$ cat config.mk
export PLATFORM = sky130hd
export DESIGN_NAME = bus_arbiter
export DESIGN_NICKNAME = d
export VERILOG_FILES = /design/src/rtl/bus_arbiter.sv
export SDC_FILE = /design/constraint.sdc
export NUM_CORES = 1
export LEC_CHECK = 0
export BUFFER_PORTS_ARGS = -buffer_cell sky130_fd_sc_hd__buf_2
export CAP_MARGIN = 20
export CELL_PAD_IN_SITES_DETAIL_PLACEMENT = 0
export CELL_PAD_IN_SITES_GLOBAL_PLACEMENT = 1
export CORE_MARGIN = 2
export CORE_UTILIZATION = 42
export DETAILED_ROUTE_END_ITERATION = 6
export GPL_TIMING_DRIVEN = 0
export PLACE_DENSITY_LB_ADDON = 0.1
export SYNTH_ARGS = -nofsm -noshare
export SYNTH_HDL_FRONTEND = slang
export SYNTH_SLANG_ARGS = --single-unit
$ cat constraint.sdc
create_clock -name clk -period 2.39 [get_ports clk]
set_clock_uncertainty 0.2 [all_clocks]
set_input_delay 0 -clock clk [delete_from_list [all_inputs] [get_ports clk]]
set_output_delay 0 -clock clk [all_outputs]
set_load 0.01 [all_outputs]
$ cat src/rtl/bus_arbiter.sv
// Round-robin owner of the shared bus: grant, track one transaction, turn around.
// Parks the bus while idle and times out silent masters and slaves.
module bus_arbiter #(
  parameter int NUM_MASTERS = 4,
  parameter int GNT_TIMEOUT = 4,
  parameter int RSP_TIMEOUT = 16,
  parameter int ADDR_WIDTH  = 32,
  parameter int DATA_WIDTH  = 32
) (
  input  logic                           clk,
  input  logic                           n_rst,
  input  logic [NUM_MASTERS-1:0]         req,
  input  logic [1:0]                     bus_control,
  output logic [NUM_MASTERS-1:0]         gnt,
  output logic [$clog2(NUM_MASTERS)-1:0] owner,
  output logic                           busy,
  output logic                           bus_oe,
  output logic [NUM_MASTERS-1:0]         bus_err
);

  localparam int OW   = $clog2(NUM_MASTERS);
  localparam int MAXT = (GNT_TIMEOUT > RSP_TIMEOUT) ?
                        GNT_TIMEOUT : RSP_TIMEOUT;
  localparam int CW   = $clog2(MAXT + 1);

  typedef enum logic [3:0] {
    IDLE     = 4'b0001,
    GRANT    = 4'b0010,
    WAIT_RSP = 4'b0100,
    TURN     = 4'b1000
  } state_t;

  state_t          state;
  logic [OW-1:0]   ptr;
  logic [CW-1:0]   cnt;
  logic [CW-1:0]   cnt_inc;
  logic [OW-1:0]   pick;
  logic            found;
  logic            strobe;
  logic            rnw;
  int              j;

  assign strobe  = bus_control[0];
  assign rnw     = bus_control[1];
  assign busy    = (state != IDLE);
  assign cnt_inc = (cnt == '1) ? cnt : cnt + 1'b1;

  // Scan backwards so the lowest offset from ptr+1 is the one kept.
  always_comb begin
    found = 1'b0;
    pick  = '0;
    j     = 0;
    for (int k = NUM_MASTERS - 1; k >= 0; k--) begin
      j = int'(ptr) + k + 1;
      if (j >= NUM_MASTERS) j = j - NUM_MASTERS;
      if (req[OW'(j)]) begin
        found = 1'b1;
        pick  = OW'(j);
      end
    end
  end

  always_ff @(posedge clk or negedge n_rst) begin
    if (!n_rst) begin
      state   <= IDLE;
      gnt     <= '0;
      owner   <= '0;
      ptr     <= OW'(NUM_MASTERS - 1);
      cnt     <= '0;
      bus_err <= '0;
      bus_oe  <= 1'b1;
    end else begin
      bus_err <= '0;
      unique case (state)
        IDLE: begin
          if (found) begin
            state  <= GRANT;
            gnt    <= NUM_MASTERS'(1) << pick;
            owner  <= pick;
            ptr    <= pick;
            cnt    <= '0;
            bus_oe <= 1'b0;
          end
        end
        GRANT: begin
          if (strobe) begin
            cnt <= '0;
            if (rnw) begin
              state <= WAIT_RSP;
            end else begin
              state <= TURN;
              gnt   <= '0;
            end
          end else if (!req[owner]) begin
            state  <= IDLE;
            gnt    <= '0;
            bus_oe <= 1'b1;
          end else if (cnt == CW'(GNT_TIMEOUT - 1)) begin
            state   <= TURN;
            gnt     <= '0;
            bus_err <= gnt;
          end else begin
            cnt <= cnt_inc;
          end
        end
        WAIT_RSP: begin
          // A response on the last counted cycle beats the timeout.
          if (strobe) begin
            state <= TURN;
            gnt   <= '0;
          end else if (cnt == CW'(RSP_TIMEOUT - 1)) begin
            state   <= TURN;
            gnt     <= '0;
            bus_err <= gnt;
          end else begin
            cnt <= cnt_inc;
          end
        end
        TURN: begin
          state  <= IDLE;
          bus_oe <= 1'b1;
        end
        default: begin
          state  <= IDLE;
          gnt    <= '0;
          bus_oe <= 1'b1;
        end
      endcase
    end
  end

endmodule

==> results.ini <==
[clocking]
path_clk_slew_ns = 0.13
cts_tree = yes
clock_sink_count = 22
worst_skew_pair.late_latency_ns = 0.31
cts_buffers = 3
post_cts.repair.setup_buffers = 0
cts_root_buf = sky130_fd_sc_hd__clkbuf_4
cts_htree_levels = 1
cts_buffer_depth = 2

[timing]
layout_worst_path_cycle_share_pct = 92.4
slew_viol_final = 0
max_freq_ghz = 0.453
worst_hold_slack_ns = 0.0197
grt_setup_unrepaired = false
slew_headroom_pct = 44.5
timing.final.setup_violations = 0
hold_violations = 0
setup_tns_ns = 0
worst-slew-pin-transition_ns = 0.830
period_needed_ns = 2.21

[cells_and_area]
multi_input_area_sq_um = 607
num-nets-final = 155
relative_area_change_from_synthesis_to_final_layout_pct = 20.3
post_route_cells_drive_above_1_share_pct = 25.5
layoutNonFillerInstCount = 176
design_area_sq_um = 1430
final.fill_count = 246
flip_flop_and_latch_area_sq_um = 556
diodes = 0

[power_and_ir_drop]
seq_power_share_pct = 39.6
peak_supply_drop_uv = 692
comb_power_share_pct = 41.2
power.density_cell_area_nw_per_um2 = 1050
net-switching-power_uw = 586
internal-power_uw = 922
power_uw = 1510
share_clk_of_total_power_pct = 19.2
switching_share_pct = 38.9
power.static_leakage_uw = 0.000665

[floorplan]
num_rows = 19
fp.dieArea_sq_um = 3270
floorplan.initialDensity_pct = 43.5
io-pin-count = 20
floorplan.die.width_um = 57.2
die_y_um = 57.2
core_region_area_sq_um = 2730

[synthesis]
synth_warnings = 0
postSynthCellCount = 117
synth_seq_cells = 22
synthDistinctLibCells = 42
synthesis.area_per_instance_sq_um = 10.2
synth_top_area_share_pct = 37.9
synth_fp_nets = 126
synth.largest_area_cell = sky130_fd_sc_hd__dfrtp_1
synth_seq_area_share_pct = 46.7
netlist_area_pre_place_sq_um = 1190
synth.area.top_cells = sky130_fd_sc_hd__dfrtp_1 (38%), sky130_fd_sc_hd__dfstp_2 (8.8%), sky130_fd_sc_hd__nor2_1 (4.4%)

[global_routing]
grt_max_degree = 19
grt_util_met2_pct = 24.1
wire_length_of_the_first_global_routing_pass_mm = 4.34
grt_util_all_layers_pct = 17.1
grt_remaining_overflow = 0
grt_met1_use_pct = 26.2
grt_use_met3_pct = 3.40
globalRoute.busiestLayer = met1
initial_antenna_violation_count = 0
first_global_vias = 904

[route]
drt_wl_total_mm = 2.57
via_count = 1020
drt.antenna.violating_nets = 0
first_iter_violations = 34
drcViolationCount = 0
detailedRoute.firstPassIterationCount = 4
avgRoutedWirePerCell_um = 14.6
viasPerCell = 5.80

[worst_setup_path]
worstPathRequired_ns = 2.40
end_kind = register
path_max_fanout = 5
critical_path_arrival_ns = 2.22
setup.worst_path.class = register to register
startpoint_type = register

[placement]
place_area_sq_um = 1320
place.detailed.instances = 166
hpwl_mm = 1.82
buffer_ports.inserted = 18
finalWeightedCongestion = 0.794

[run_status]
run_status = finished clean

[job]
drv_cap = 0

[hold_path]
hp-class = input port to asynchronous set/reset pin

[sequential cells by signal (all words and copies together), names as in the netlist]
name     cells
bus_err      4
bus_oe       1
cnt          5
gnt          4
owner        2
ptr          2
state        4
[kinds of logic after synthesis]
group / Yosys count / share of synthesized area, %
buf+inv: 7 / 2.21
simple gates: 52 / 28.3
flops: 22 / 46.7
mux: 2 / 2.74
compound gates: 33 / 18.9
fa+ha+maj: 1 / 1.05
[what timing repair did]
item / CTS / global route
hold buffers: 6 / 0
gates resized for setup: 0 / 0
endpoints found under the hold margin: 25 / 0
[power groups by stage]
stage               registers (uW)  clock network, uW  logic (uW)
finish                         597                289         622
global route                   616                310         690
CTS                            598                296         626
detailed placement             605                  0         613
global placement               599                  0         606
floorplan                      609                  0         420
[per-layer routing]
metal | routed length [um] | vias up
met1 | 1230 | 475
met2 | 1100 | 40
met3 | 193 | 4
met4 | 35 | 0
met5 | 0 | -
li1 | - | 501
[worst max-delay path, stage by stage, from the launching register on]
cell and delay, ns:
sky130_fd_sc_hd__dfrtp_1 0.41, sky130_fd_sc_hd__ha_1 0.24, sky130_fd_sc_hd__or4b_1 0.54, sky130_fd_sc_hd__nand4_1 0.19, sky130_fd_sc_hd__nand4_1 0.23, sky130_fd_sc_hd__a22o_1 0.29
[cells in the mapped netlist]
cell / n
sky130_fd_sc_hd__nand4_1: 2
sky130_fd_sc_hd__a31oi_1: 3
sky130_fd_sc_hd__o21ai_1: 3
sky130_fd_sc_hd__a22o_1: 2
sky130_fd_sc_hd__mux2i_1: 1
sky130_fd_sc_hd__dfrtp_1: 18
sky130_fd_sc_hd__o22ai_1: 1
sky130_fd_sc_hd__a21boi_0: 1
sky130_fd_sc_hd__nand2b_1: 3
sky130_fd_sc_hd__mux4_2: 1
sky130_fd_sc_hd__nor4_1: 1
sky130_fd_sc_hd__nor2_1: 14
sky130_fd_sc_hd__or4b_1: 1
sky130_fd_sc_hd__nor3_4: 2
sky130_fd_sc_hd__nor3b_1: 1
sky130_fd_sc_hd__a22oi_1: 1
sky130_fd_sc_hd__nand2_1: 8
sky130_fd_sc_hd__or4_1: 1
sky130_fd_sc_hd__a31o_2: 3
sky130_fd_sc_hd__nand4b_1: 2
sky130_fd_sc_hd__o31ai_1: 4
sky130_fd_sc_hd__nand3_1: 2
sky130_fd_sc_hd__nor4b_2: 3
sky130_fd_sc_hd__a211o_1: 1
sky130_fd_sc_hd__inv_2: 1
sky130_fd_sc_hd__inv_1: 4
sky130_fd_sc_hd__a21o_1: 2
sky130_fd_sc_hd__and3_1: 2
sky130_fd_sc_hd__or3b_1: 1
sky130_fd_sc_hd__a21oi_1: 6
sky130_fd_sc_hd__and2_1: 4
sky130_fd_sc_hd__o22a_1: 1
sky130_fd_sc_hd__nor2b_1: 1
sky130_fd_sc_hd__ha_1: 1
sky130_fd_sc_hd__o21ai_0: 3
sky130_fd_sc_hd__clkbuf_1: 2
sky130_fd_sc_hd__a32o_1: 1
sky130_fd_sc_hd__and4b_1: 1
sky130_fd_sc_hd__nor3_1: 2
sky130_fd_sc_hd__or4b_4: 1
sky130_fd_sc_hd__o31a_1: 1
sky130_fd_sc_hd__dfstp_2: 4
[area by class of cell]
type / count / share of cell area [%]
Tap cell: 31 / 2.71
Multi-Input combinational cell: 88 / 42.4
Sequential cell: 22 / 38.8
Inverter: 5 / 1.31
Clock inverter: 1 / 2.10
Buffer: 2 / 0.525
Timing Repair Buffer: 24 / 10.5
Clock buffer: 3 / 1.57
[cell usage in the layout (no fill, tap or decap), types with 2 or more instances in the layout]
master,instances
sky130_fd_sc_hd__a22o_1,2
sky130_fd_sc_hd__dfstp_2,4
sky130_fd_sc_hd__dlygate4sd3_1,6
sky130_fd_sc_hd__nor4b_2,3
sky130_fd_sc_hd__o21ai_0,3
sky130_fd_sc_hd__inv_1,4
sky130_fd_sc_hd__nand3_1,2
sky130_fd_sc_hd__a21oi_1,6
sky130_fd_sc_hd__a31o_2,3
sky130_fd_sc_hd__o31ai_1,4
sky130_fd_sc_hd__o21ai_1,3
sky130_fd_sc_hd__dfrtp_1,18
sky130_fd_sc_hd__nor3_1,2
sky130_fd_sc_hd__clkbuf_4,3
sky130_fd_sc_hd__nor2_1,14
sky130_fd_sc_hd__buf_2,18
sky130_fd_sc_hd__nand2_1,8
sky130_fd_sc_hd__and2_1,4
sky130_fd_sc_hd__and3_1,2
sky130_fd_sc_hd__a21o_1,2
sky130_fd_sc_hd__clkbuf_1,2
sky130_fd_sc_hd__a31oi_1,3
sky130_fd_sc_hd__nor3_4,2
sky130_fd_sc_hd__nand4_1,2
sky130_fd_sc_hd__nand2b_1,3
sky130_fd_sc_hd__nand4b_1,2
[final timing paths]
| path | start | end | slack, ns | depth (start not counted) |
|---|---|---|---|---|
| max in group asynchronous | n_rst | owner[0]$_DFFE_PN0P_ | 0.72 | 3 |
| min reg2reg | cnt[0]$_DFFE_PN0P_ | cnt[0]$_DFFE_PN0P_ | 0.32 | 1 |
| max | cnt[0]$_DFFE_PN0P_ | gnt[3]$_DFFE_PN0P_ | 0.18 | 5 |
| max reg2reg | cnt[0]$_DFFE_PN0P_ | gnt[3]$_DFFE_PN0P_ | 0.18 | 5 |
| min in group clk | req[2] | gnt[0]$_DFFE_PN0P_ | 0.02 | 3 |
| min | n_rst | state[0]$_DFFE_PN1P_ | 0.02 | 2 |
[stage by stage]
step	util [%]	worst slack, ns
2_1_floorplan	-	0.464
3_3_place_gp	48.2	0.238
3_5_place_dp	48.2	0.251
4_1_cts	52.3	0.212
5_1_grt	52.3	0.0119
6_report	52.3	0.183
Note: power is estimated with default switching activity, not from simulation.
